==> config.mk <==
export PLATFORM = sky130hd
export DESIGN_NAME = fetch_unit
export DESIGN_NICKNAME = d
export VERILOG_FILES = /design/src/rtl/fetch_unit.sv
export SDC_FILE = /design/constraint.sdc
export NUM_CORES = 1
export LEC_CHECK = 0
export BUFFER_PORTS_ARGS = -buffer_cell sky130_fd_sc_hd__buf_2
export CAP_MARGIN = 20
export CORE_MARGIN = 4
export CORE_UTILIZATION = 50
export DETAILED_ROUTE_END_ITERATION = 12
export HOLD_SLACK_MARGIN = 0.15
export PLACE_DENSITY_LB_ADDON = 0.2
export SLEW_MARGIN = 40
export SYNTH_ARGS = -nofsm -noshare
export SYNTH_HDL_FRONTEND = slang
export SYNTH_SLANG_ARGS = --single-unit
==> constraint.sdc <==
create_clock -name i_clk -period 6.4 [get_ports i_clk]
set_clock_uncertainty 0.05 [all_clocks]
set_input_delay 0.64 -clock i_clk [delete_from_list [all_inputs] [get_ports i_clk]]
set_output_delay 0.64 -clock i_clk [all_outputs]
set_load 0.02 [all_outputs]
==> src/rtl/fetch_unit.sv <==
// Instruction fetch: owns the PC, buffers {inst, pc} in a 2-entry FIFO, handles redirects and fetch faults.
// Fetch-to-decode latency is 1 cycle; when the buffer is full and not popped, the PC holds and memory is re-read.

module fetch_fifo #(
  parameter int WIDTH = 64,
  parameter int DEPTH = 2  // power of two so the pointers wrap naturally
) (
  input  logic             i_clk,
  input  logic             i_rst,
  input  logic             flush,
  input  logic             push,
  input  logic [WIDTH-1:0] push_dat,
  input  logic             pop,
  output logic [WIDTH-1:0] head_dat,
  output logic             empty,
  output logic             full
);
  localparam int AW = (DEPTH > 1) ? $clog2(DEPTH) : 1;
  localparam int CW = $clog2(DEPTH + 1);

  logic [WIDTH-1:0] mem [DEPTH];
  logic [AW-1:0]    rd_ptr;
  logic [AW-1:0]    wr_ptr;
  logic [CW-1:0]    cnt;

  assign head_dat = mem[rd_ptr];
  assign empty    = (cnt == '0);
  assign full     = (cnt == CW'(DEPTH));

  always_ff @(posedge i_clk) begin
    if (i_rst) begin
      rd_ptr <= '0;
      wr_ptr <= '0;
      cnt    <= '0;
    end else if (flush) begin
      rd_ptr <= '0;
      wr_ptr <= '0;
      cnt    <= '0;
    end else begin
      if (push) wr_ptr <= wr_ptr + AW'(1);
      if (pop)  rd_ptr <= rd_ptr + AW'(1);
      cnt <= cnt + CW'(push) - CW'(pop);
    end
  end

  // Storage carries no reset; the head is only observed while the count is non-zero.
  always_ff @(posedge i_clk) begin
    if (push && !flush) mem[wr_ptr] <= push_dat;
  end

  a_no_pop_empty: assert property (@(posedge i_clk) disable iff (i_rst) !(pop && empty));
  a_no_overflow:  assert property (@(posedge i_clk) disable iff (i_rst) !(push && full && !pop));
endmodule

module fetch_unit #(
  parameter logic [31:0] RESET_PC = 32'h0000_0000,
  parameter int unsigned MEM_SIZE = 1024
) (
  input  logic        i_clk,
  input  logic        i_rst,
  output logic [31:0] o_pc,
  input  logic [31:0] i_inst,
  input  logic        i_redirect,
  input  logic [31:0] i_redirect_pc,
  output logic        o_valid,
  output logic [31:0] o_inst,
  output logic [31:0] o_inst_pc,
  input  logic        i_ready,
  output logic        o_fault,
  output logic [31:0] o_fault_pc
);
  typedef struct packed {
    logic [31:0] inst;
    logic [31:0] pc;
  } fetch_ent_t;

  typedef enum logic {RUN, FAULT} state_t;

  localparam logic [31:0] LAST_PC = 32'(MEM_SIZE - 4);

  state_t      state_q, state_d;
  logic [31:0] pc_q, pc_d;
  logic [31:0] fault_pc_q, fault_pc_d;
  logic [32:0] pc_inc;
  logic        seq_ok, redir_ok;
  logic        push, pop, empty, full;
  fetch_ent_t  push_ent, head_ent;

  function automatic logic addr_ok(input logic [31:0] a);
    return (a[1:0] == 2'b00) && (a <= LAST_PC);
  endfunction

  // The carry bit makes a PC+4 that wraps past 2^32 count as invalid.
  always_comb begin
    pc_inc   = {1'b0, pc_q} + 33'd4;
    seq_ok   = !pc_inc[32] && addr_ok(pc_inc[31:0]);
    redir_ok = addr_ok(i_redirect_pc);
    pop      = !empty && i_ready;
    push     = (state_q == RUN) && !i_redirect && (!full || pop);
    push_ent = '{inst: i_inst, pc: pc_q};
  end

  fetch_fifo #(
    .WIDTH($bits(fetch_ent_t)),
    .DEPTH(2)
  ) u_fifo (
    .i_clk    (i_clk),
    .i_rst    (i_rst),
    .flush    (i_redirect),
    .push     (push),
    .push_dat (push_ent),
    .pop      (pop),
    .head_dat (head_ent),
    .empty    (empty),
    .full     (full)
  );

  always_ff @(posedge i_clk) begin
    if (i_rst) begin
      state_q    <= RUN;
      pc_q       <= RESET_PC;
      fault_pc_q <= '0;
    end else begin
      state_q    <= state_d;
      pc_q       <= pc_d;
      fault_pc_q <= fault_pc_d;
    end
  end

  // Redirect outranks push and fault entry; an invalid target faults without moving the PC.
  always_comb begin
    state_d    = state_q;
    pc_d       = pc_q;
    fault_pc_d = fault_pc_q;
    if (i_redirect) begin
      if (redir_ok) begin
        state_d = RUN;
        pc_d    = i_redirect_pc;
      end else begin
        state_d    = FAULT;
        fault_pc_d = i_redirect_pc;
      end
    end else if (push) begin
      if (seq_ok) begin
        pc_d = pc_inc[31:0];
      end else begin
        state_d    = FAULT;
        fault_pc_d = pc_inc[31:0];
      end
    end
  end

  always_comb begin
    o_pc       = pc_q;
    o_valid    = !empty;
    o_inst     = o_valid ? head_ent.inst : '0;
    o_inst_pc  = o_valid ? head_ent.pc : '0;
    o_fault    = (state_q == FAULT) && empty;
    o_fault_pc = o_fault ? fault_pc_q : '0;
  end

  a_pc_valid: assert property (@(posedge i_clk) disable iff (i_rst) addr_ok(pc_q));
endmodule

==> results of run 1 <==
-- layout make-up --
class / count / area (um^2) / share of cell area, %
Sequential cell: 198 / 5250 / 49.5
Clock inverter: 15 / 186 / 1.76
Tap cell: 225 / 282 / 2.65
Inverter: 13 / 48.8 / 0.460
Multi-Input combinational cell: 496 / 3320 / 31.3
Clock buffer: 17 / 425 / 4.01
Timing Repair Buffer: 206 / 1100 / 10.3
-- report_power, final --
| group | leakage, nW | internal (mW) | switching, mW |
|---|---|---|---|
| sequential | 1.82 | 1.41 | 0.0250 |
| clock | 0.294 | 0.594 | 0.499 |
| combinational | 2.41 | 0.0986 | 0.176 |
| total | 4.52 | 2.10 | 0.700 |
-- worst paths after layout --
path,slack (ns),cells after the start,from,endpoint
setup / recovery,2.41,10,o_pc[2],fault_pc_q[10]
hold / removal,0.35,1,i_inst[24],u_fifo.mem[1][56]
setup reg to reg,2.41,10,o_pc[2],fault_pc_q[10]
hold reg to reg,0.44,2,fault_pc_q[9],fault_pc_q[9]
-- stage by stage --
stage               cells  hold WS [ns]  util [%]  power, mW
floorplan             755         0.386         -       1.64
global placement     1135         0.416      57.3       1.73
detailed placement   1138         0.428      57.8       1.74
CTS                  1170         0.330      61.3       2.82
global route         1170         0.328      61.3       2.91
finish               1170         0.346      61.3       2.80
-- flip-flops by register name, indices dropped and copies added (netlist names), named ones only --
register       count
state_q            1
u_fifo.wr_ptr      1
fault_pc_q        32
u_fifo.cnt         2
o_pc              32
u_fifo.mem       128
u_fifo.rd_ptr      1
-- cells in the final DEF, fill, tap and decap left out, drive strengths merged, types with 2 or more instances in the layout --
cell type,n
clkbuf,17
mux2i,104
and3,38
nor4,12
a2111oi,2
or2,5
inv,19
a31oi,2
and2,30
nor2b,2
nor3,11
a211oi,2
nor2,109
nand4,12
or4,3
a21boi,4
o21ai,31
buf,206
nand3,14
mux2,2
clkinv,5
edfxtp,128
or3,4
xor2,13
bufinv,2
ha,4
xnor2,20
dfxtp,70
nand2,54
clkinvlp,2
-- critical path: stages, from the launching register on --
cell and delay (ns):
dfxtp_1 0.51, ha_1 0.27, nand4_1 0.28, or4_1 0.59, o31a_1 0.12, a2111oi_0 0.62, nand4_1 0.31, o32ai_4 0.30
buf_4 0.49, mux2i_1 0.26, nor2_1 0.05
-- synthesized netlist by cell type, drive strengths merged, types with 2 or more instances --
| master | number |
|---|---|
| or4 | 3 |
| and3 | 38 |
| dfxtp | 70 |
| nor2 | 109 |
| o21ai | 31 |
| nor3 | 11 |
| a21boi | 4 |
| clkbuf | 36 |
| buf | 12 |
| xnor2 | 20 |
| a31oi | 2 |
| xor2 | 13 |
| inv | 12 |
| mux2 | 2 |
| nand2 | 54 |
| a211oi | 2 |
| a2111oi | 2 |
| edfxtp | 128 |
| nor4 | 12 |
| or2 | 5 |
| nand4 | 12 |
| mux2i | 104 |
| or3 | 4 |
| nand3 | 14 |
| and2 | 30 |
| ha | 4 |
| nor2b | 2 |
-- cells by family (layout without fill, tap and decap cells) --
| group | Yosys count | count (layout) | synth area share, % |
|---|---|---|---|
| xor+xnor | 33 | 33 | 3.28 |
| buf+inv | 61 | 251 | 3.08 |
| simple gates | 300 | 300 | 17.1 |
| fa+ha+maj | 4 | 4 | 0.569 |
| mux | 106 | 106 | 12.1 |
| flops | 198 | 198 | 59.6 |
| compound gates | 53 | 53 | 4.29 |
-- routing by layer --
metal,global-route usage (%),up-vias
li1,-,3038
met1,29.2,2919
met2,31.2,206
met3,3.93,20
met4,5.66,0
met5,0,-
==> summary.txt, run 1 <==
Outcome
  – Status: finished, final reports clean

Synth
  – Largest cells by area after synthesis: edfxtp_1, dfxtp_1, mux2i_1
  – Predominant post-synthesis flop cell: edfxtp_1
  – Post-synth top area cell: edfxtp_1
  – Seq/Total Area, Yosys: 59.6%
  – Cells after Synth: 755
  – EDFF count, synth: 128
  – Post-synth cell types: 58
  – Syn avg cell area: 11.7 um^2
  – Synth top area share: 43.7%
  – Synth Cell Area: 8800 um^2
  – Ys Warns: 0
  – Syn_nets: 827
  – Synth Register Bits: 198
  – FFs w/ async S/R, synth: 0%

Global routing
  – Initial antenna violation count: 0
  – Largest net degree at the start of global routing: 67
  – Total global routing track utilization: 20.2%
  – Remaining Overflow, GRT: 0
  – First-pass GRT wire length: 31700 um
  – Vias in the first global route: 5881

Cells and area
  – Fin nets: 1004
  – Synth-to-layout area growth: 20.6%
  – Layout cells sized above 1: 28.0%
  – Fillcell total: 1453
  – ANT cells: 0
  – Finished layout cell area: 10600 um^2

Route
  – Drt pass-1 iters: 5
  – Metal1 wirelength: 9580 um
  – Final antenna-violating net count: 0
  – Vias post-DR: 6183
  – DR WL/cell: 17.2 um
  – DR WL met2: 9070 um
  – Via/cell ratio: 5.28
  – DRT Wirelength: 20100 um
  – Highest routed layer: met4
  – Met3 wire length: 1240 um
  – Residual DRC: 0
  – Iter 0 DRT Violations: 430

Clock network
  – Post-cts sizing count: 0
  – Num CTS Buffers: 17
  – CTS Sinks: 198
  – Reg clk slew, reported paths: 0.08 ns
  – Cts hold-fix bufs: 0
  – Clock latency on the worst-skew pair: 0.43 ns
  – Total setup buffers inserted after CTS: 0
  – CTS H-tree lvls: 4
  – Root cell of the clock tree: clkbuf_16
  – CTS tree: built
  – CTS Buffer Depth: 2

Timing
  – Final Cycle Share: 62.4%
  – Final setup fails: 0
  – Final hold vios: 0
  – RSZ-0062 raised after global routing: no
  – Setup TNS: 0 ns
  – Tmin final: 3.99 ns
  – Worst Tran Pin Value: 0.774 ns
  – Final Max Slew Viols: 0
  – Slew HR: 48.4%
  – Fmax: 250 MHz
  – Post-route setup slack: 2.41 ns

Floorplan
  – Chip height: 141 um
  – Core ar.: 17300 um^2
  – Core Rows: 48
  – Die ar.: 19800 um^2
  – Initial Utilization: 50.9%
  – Die W: 141 um
  – IO Count: 198

Worst hold path
  – Worst Hold Class: input pin to flip-flop

Worst setup path
  – Critical path fanouts, max: 34
  – Crit path required time: 6.65 ns
  – Worst setup SP type: flip-flop
  – Crit. End Element: flip-flop
  – CP arrival: 4.24 ns
  – Crit Path Category: flip-flop to flip-flop

Place
  – Post-DP HPWL: 13600 um
  – Pre-CTS WS: 2.40 ns
  – GPL Wtd Cong: 0.796
  – Port buffer count: 197
  – Cell Area, Placed: 9990 um^2

Pwr
  – PD cells: 264 nW/um^2
  – VDD IR max: 180 uV
  – Static Leakage: 4.52 nW

Flow run
  – Max-cap check violation count: 0
Note: power is estimated with default switching activity, not from simulation.
==> run 2: changes to the inputs <==
==> constraint.sdc (replaced) <==
create_clock -name i_clk -period 4.15 [get_ports i_clk]
set_clock_uncertainty 0.05 [all_clocks]
set_input_delay 0.415 -clock i_clk [delete_from_list [all_inputs] [get_ports i_clk]]
set_output_delay 0.415 -clock i_clk [all_outputs]
set_load 0.02 [all_outputs]
==> run 2 against run 1 <==
- global-route usage grew 0.77 points
- critical path type unchanged
- wire length grew 1.7%
- critical path depth is the same
- critical endpoint is now o_pc[2]
==> summary.txt, run 2 (synthesis gave the netlist of run 1 again) <==
Clock network
  – CTS Buffer Depth: 2 (unchanged)
  – Num CTS Buffers: 17 (unchanged)
  – Cts hold-fix bufs: 32 (was 0)
  – Root cell of the clock tree: clkbuf_16 (unchanged)
  – Post-cts sizing count: 0 (unchanged)
  – CTS Sinks: 198 (unchanged)
  – Reg clk slew, reported paths: 0.07 ns (was 0.08 ns)
  – Clock latency on the worst-skew pair: 0.43 ns (about the same)
  – Total setup buffers inserted after CTS: 0 (unchanged)
  – CTS tree: built (unchanged)
  – CTS H-tree lvls: 4 (unchanged)

Floorplan
  – IO Count: 198 (unchanged)
  – Chip height: 141 um (unchanged)
  – Die ar.: 19800 um^2 (unchanged)
  – Core Rows: 48 (unchanged)
  – Die W: 141 um (unchanged)
  – Core ar.: 17300 um^2 (unchanged)
  – Initial Utilization: 50.9% (unchanged)

Timing
  – Slew HR: 51.6% (was 48.4%)
  – Final hold vios: 0 (unchanged)
  – Fmax: 263 MHz (was 250 MHz)
  – Final Cycle Share: 91.6% (was 62.4%)
  – Setup TNS: 0 ns (unchanged)
  – RSZ-0062 raised after global routing: no (unchanged)
  – Tmin final: 3.80 ns (was 3.99 ns)
  – Hold_ws: 0.250 ns (was 0.346 ns)
  – Worst Tran Pin Value: 0.726 ns (was 0.774 ns)
  – Final setup fails: 0 (unchanged)
  – Final Max Slew Viols: 0 (unchanged)

Global routing
  – First-pass GRT wire length: 33100 um (was 31700 um)
  – Largest net degree at the start of global routing: 65 (was 67)
  – Remaining Overflow, GRT: 0 (unchanged)
  – Total global routing track utilization: 20.9% (was 20.2%)
  – Vias in the first global route: 6285 (was 5881)
  – Initial antenna violation count: 1 (was 0)

Pwr
  – VDD IR max: 292 uV (was 180 uV)
  – Static Leakage: 4.73 nW (was 4.52 nW)
  – PD cells: 397 nW/um^2 (was 264 nW/um^2)

Cells and area
  – ANT cells: 0 (unchanged)
  – Synth-to-layout area growth: 25.8% (was 20.6%)
  – Fin nets: 1050 (was 1004)
  – Fillcell total: 1426 (was 1453)
  – Most frequent cells in the layout: buf_2, edfxtp_1, nor2_1 (unchanged)
  – Layout cells sized above 1: 27.9% (was 28.0%)
  – Commonest non-fill, non-tap cell in the layout: buf_2 (unchanged)
  – Largest Register: u_fifo.mem (unchanged)
  – Max FFs per register: 128 (unchanged)

Worst setup path
  – Worst setup SP type: flip-flop (unchanged)
  – Crit. End Element: flip-flop (unchanged)
  – Critical path fanouts, max: 10 (was 34)
  – RR Startpoint: o_pc[2] (unchanged)
  – Crit path required time: 4.43 ns (was 6.65 ns)
  – Reg2reg end: o_pc[2] (was fault_pc_q[10])
  – Crit Path Category: flip-flop to flip-flop (unchanged)
  – CP arrival: 4.08 ns (was 4.24 ns)
  – Length in cells of the worst reg-to-reg path: 10 (unchanged)
  – Reg2reg setup slack: 0.35 ns (was 2.41 ns)

Route
  – Drt pass-1 iters: 5 (unchanged)
  – Final antenna-violating net count: 0 (unchanged)
  – Iter 0 DRT Violations: 335 (was 430)
  – Vias post-DR: 6324 (was 6183)
  – DRT Wirelength: 20500 um (was 20100 um)
  – Via/cell ratio: 5.20 (was 5.28)
  – DR WL/cell: 16.8 um (was 17.2 um)
  – Residual DRC: 0 (unchanged)

Worst hold path
  – Worst Hold Depth: 3 (was 1)
  – Worst Hold Class: input pin to flip-flop (unchanged)
  – Hold EP: o_pc[2] (was u_fifo.mem[1][56])
  – Hold path start: i_redirect_pc[2] (was i_inst[24])

Outcome
  – Status: finished, final reports clean (unchanged)

Place
  – Port buffer count: 197 (unchanged)
  – Post-DP HPWL: 13900 um (was 13600 um)
  – GPL Wtd Cong: 0.823 (was 0.796)

Flow run
  – Max-cap check violation count: 0 (unchanged)
run 2: power breakdown:
part	switching (mW)	leakage [nW]	internal, mW
clock	0.706	0.304	1.03
sequential	0.0364	1.82	2.17
combinational	0.279	2.61	0.171
run 2: cell type report:
| type | count | area, um^2 | area share [%] |
|---|---|---|---|
| Clock inverter | 11 | 175 | 1.58 |
| Tap cell | 225 | 282 | 2.54 |
| Timing Repair Buffer | 252 | 1550 | 14.0 |
| Clock buffer | 21 | 450 | 4.07 |
| Inverter | 13 | 48.8 | 0.441 |
| Sequential cell | 198 | 5250 | 47.4 |
| Multi-Input combinational cell | 496 | 3320 | 30.0 |
run 2: worst max-delay path by stage:
stage          startpoint               end
2_1_floorplan  i_redirect  u_fifo.mem[0][0]
3_3_place_gp      o_pc[2]     fault_pc_q[5]
3_5_place_dp      o_pc[2]           o_pc[3]
4_1_cts           o_pc[2]           o_pc[2]
5_1_grt           o_pc[2]           o_pc[2]
6_report          o_pc[2]           o_pc[2]
run 2: critical path, stage by stage (launching register included):
cell	delay [ns]
dfxtp_1	0.50
ha_1	0.26
nand4_1	0.23
or4_1	0.57
o31a_1	0.12
a2111oi_0	0.63
nand4_1	0.31
nor3_2	0.34
buf_4	0.20
a21oi_2	0.16
a221oi_1	0.31
run 2: through the flow:
stage / instances / instance area [um^2] / setup WS [ns] / util [%] / power [mW]
3_3_place_gp: 1147 / 10000 / 0.436 / 57.9 / 2.67
2_1_floorplan: 755 / 8800 / 0.317 / - / 2.52
6_report: 1216 / 11100 / 0.350 / 64.0 / 4.40
5_1_grt: 1216 / 11100 / 0.0866 / 64.0 / 4.58
4_1_cts: 1215 / 11100 / 0.324 / 64.0 / 4.43
3_5_place_dp: 1151 / 10100 / 0.395 / 58.5 / 2.68
run 2: per-layer routing:
layer,wire length (um),share of wire [%],vias up,track usage [%]
met1,9580,47,2956,29.9
li1,-,-,3138,-
met3,1190,5.8,30,4.68
met4,368,1.8,2,6.78
met2,9320,46,198,32.0
met5,13,0.064,-,0
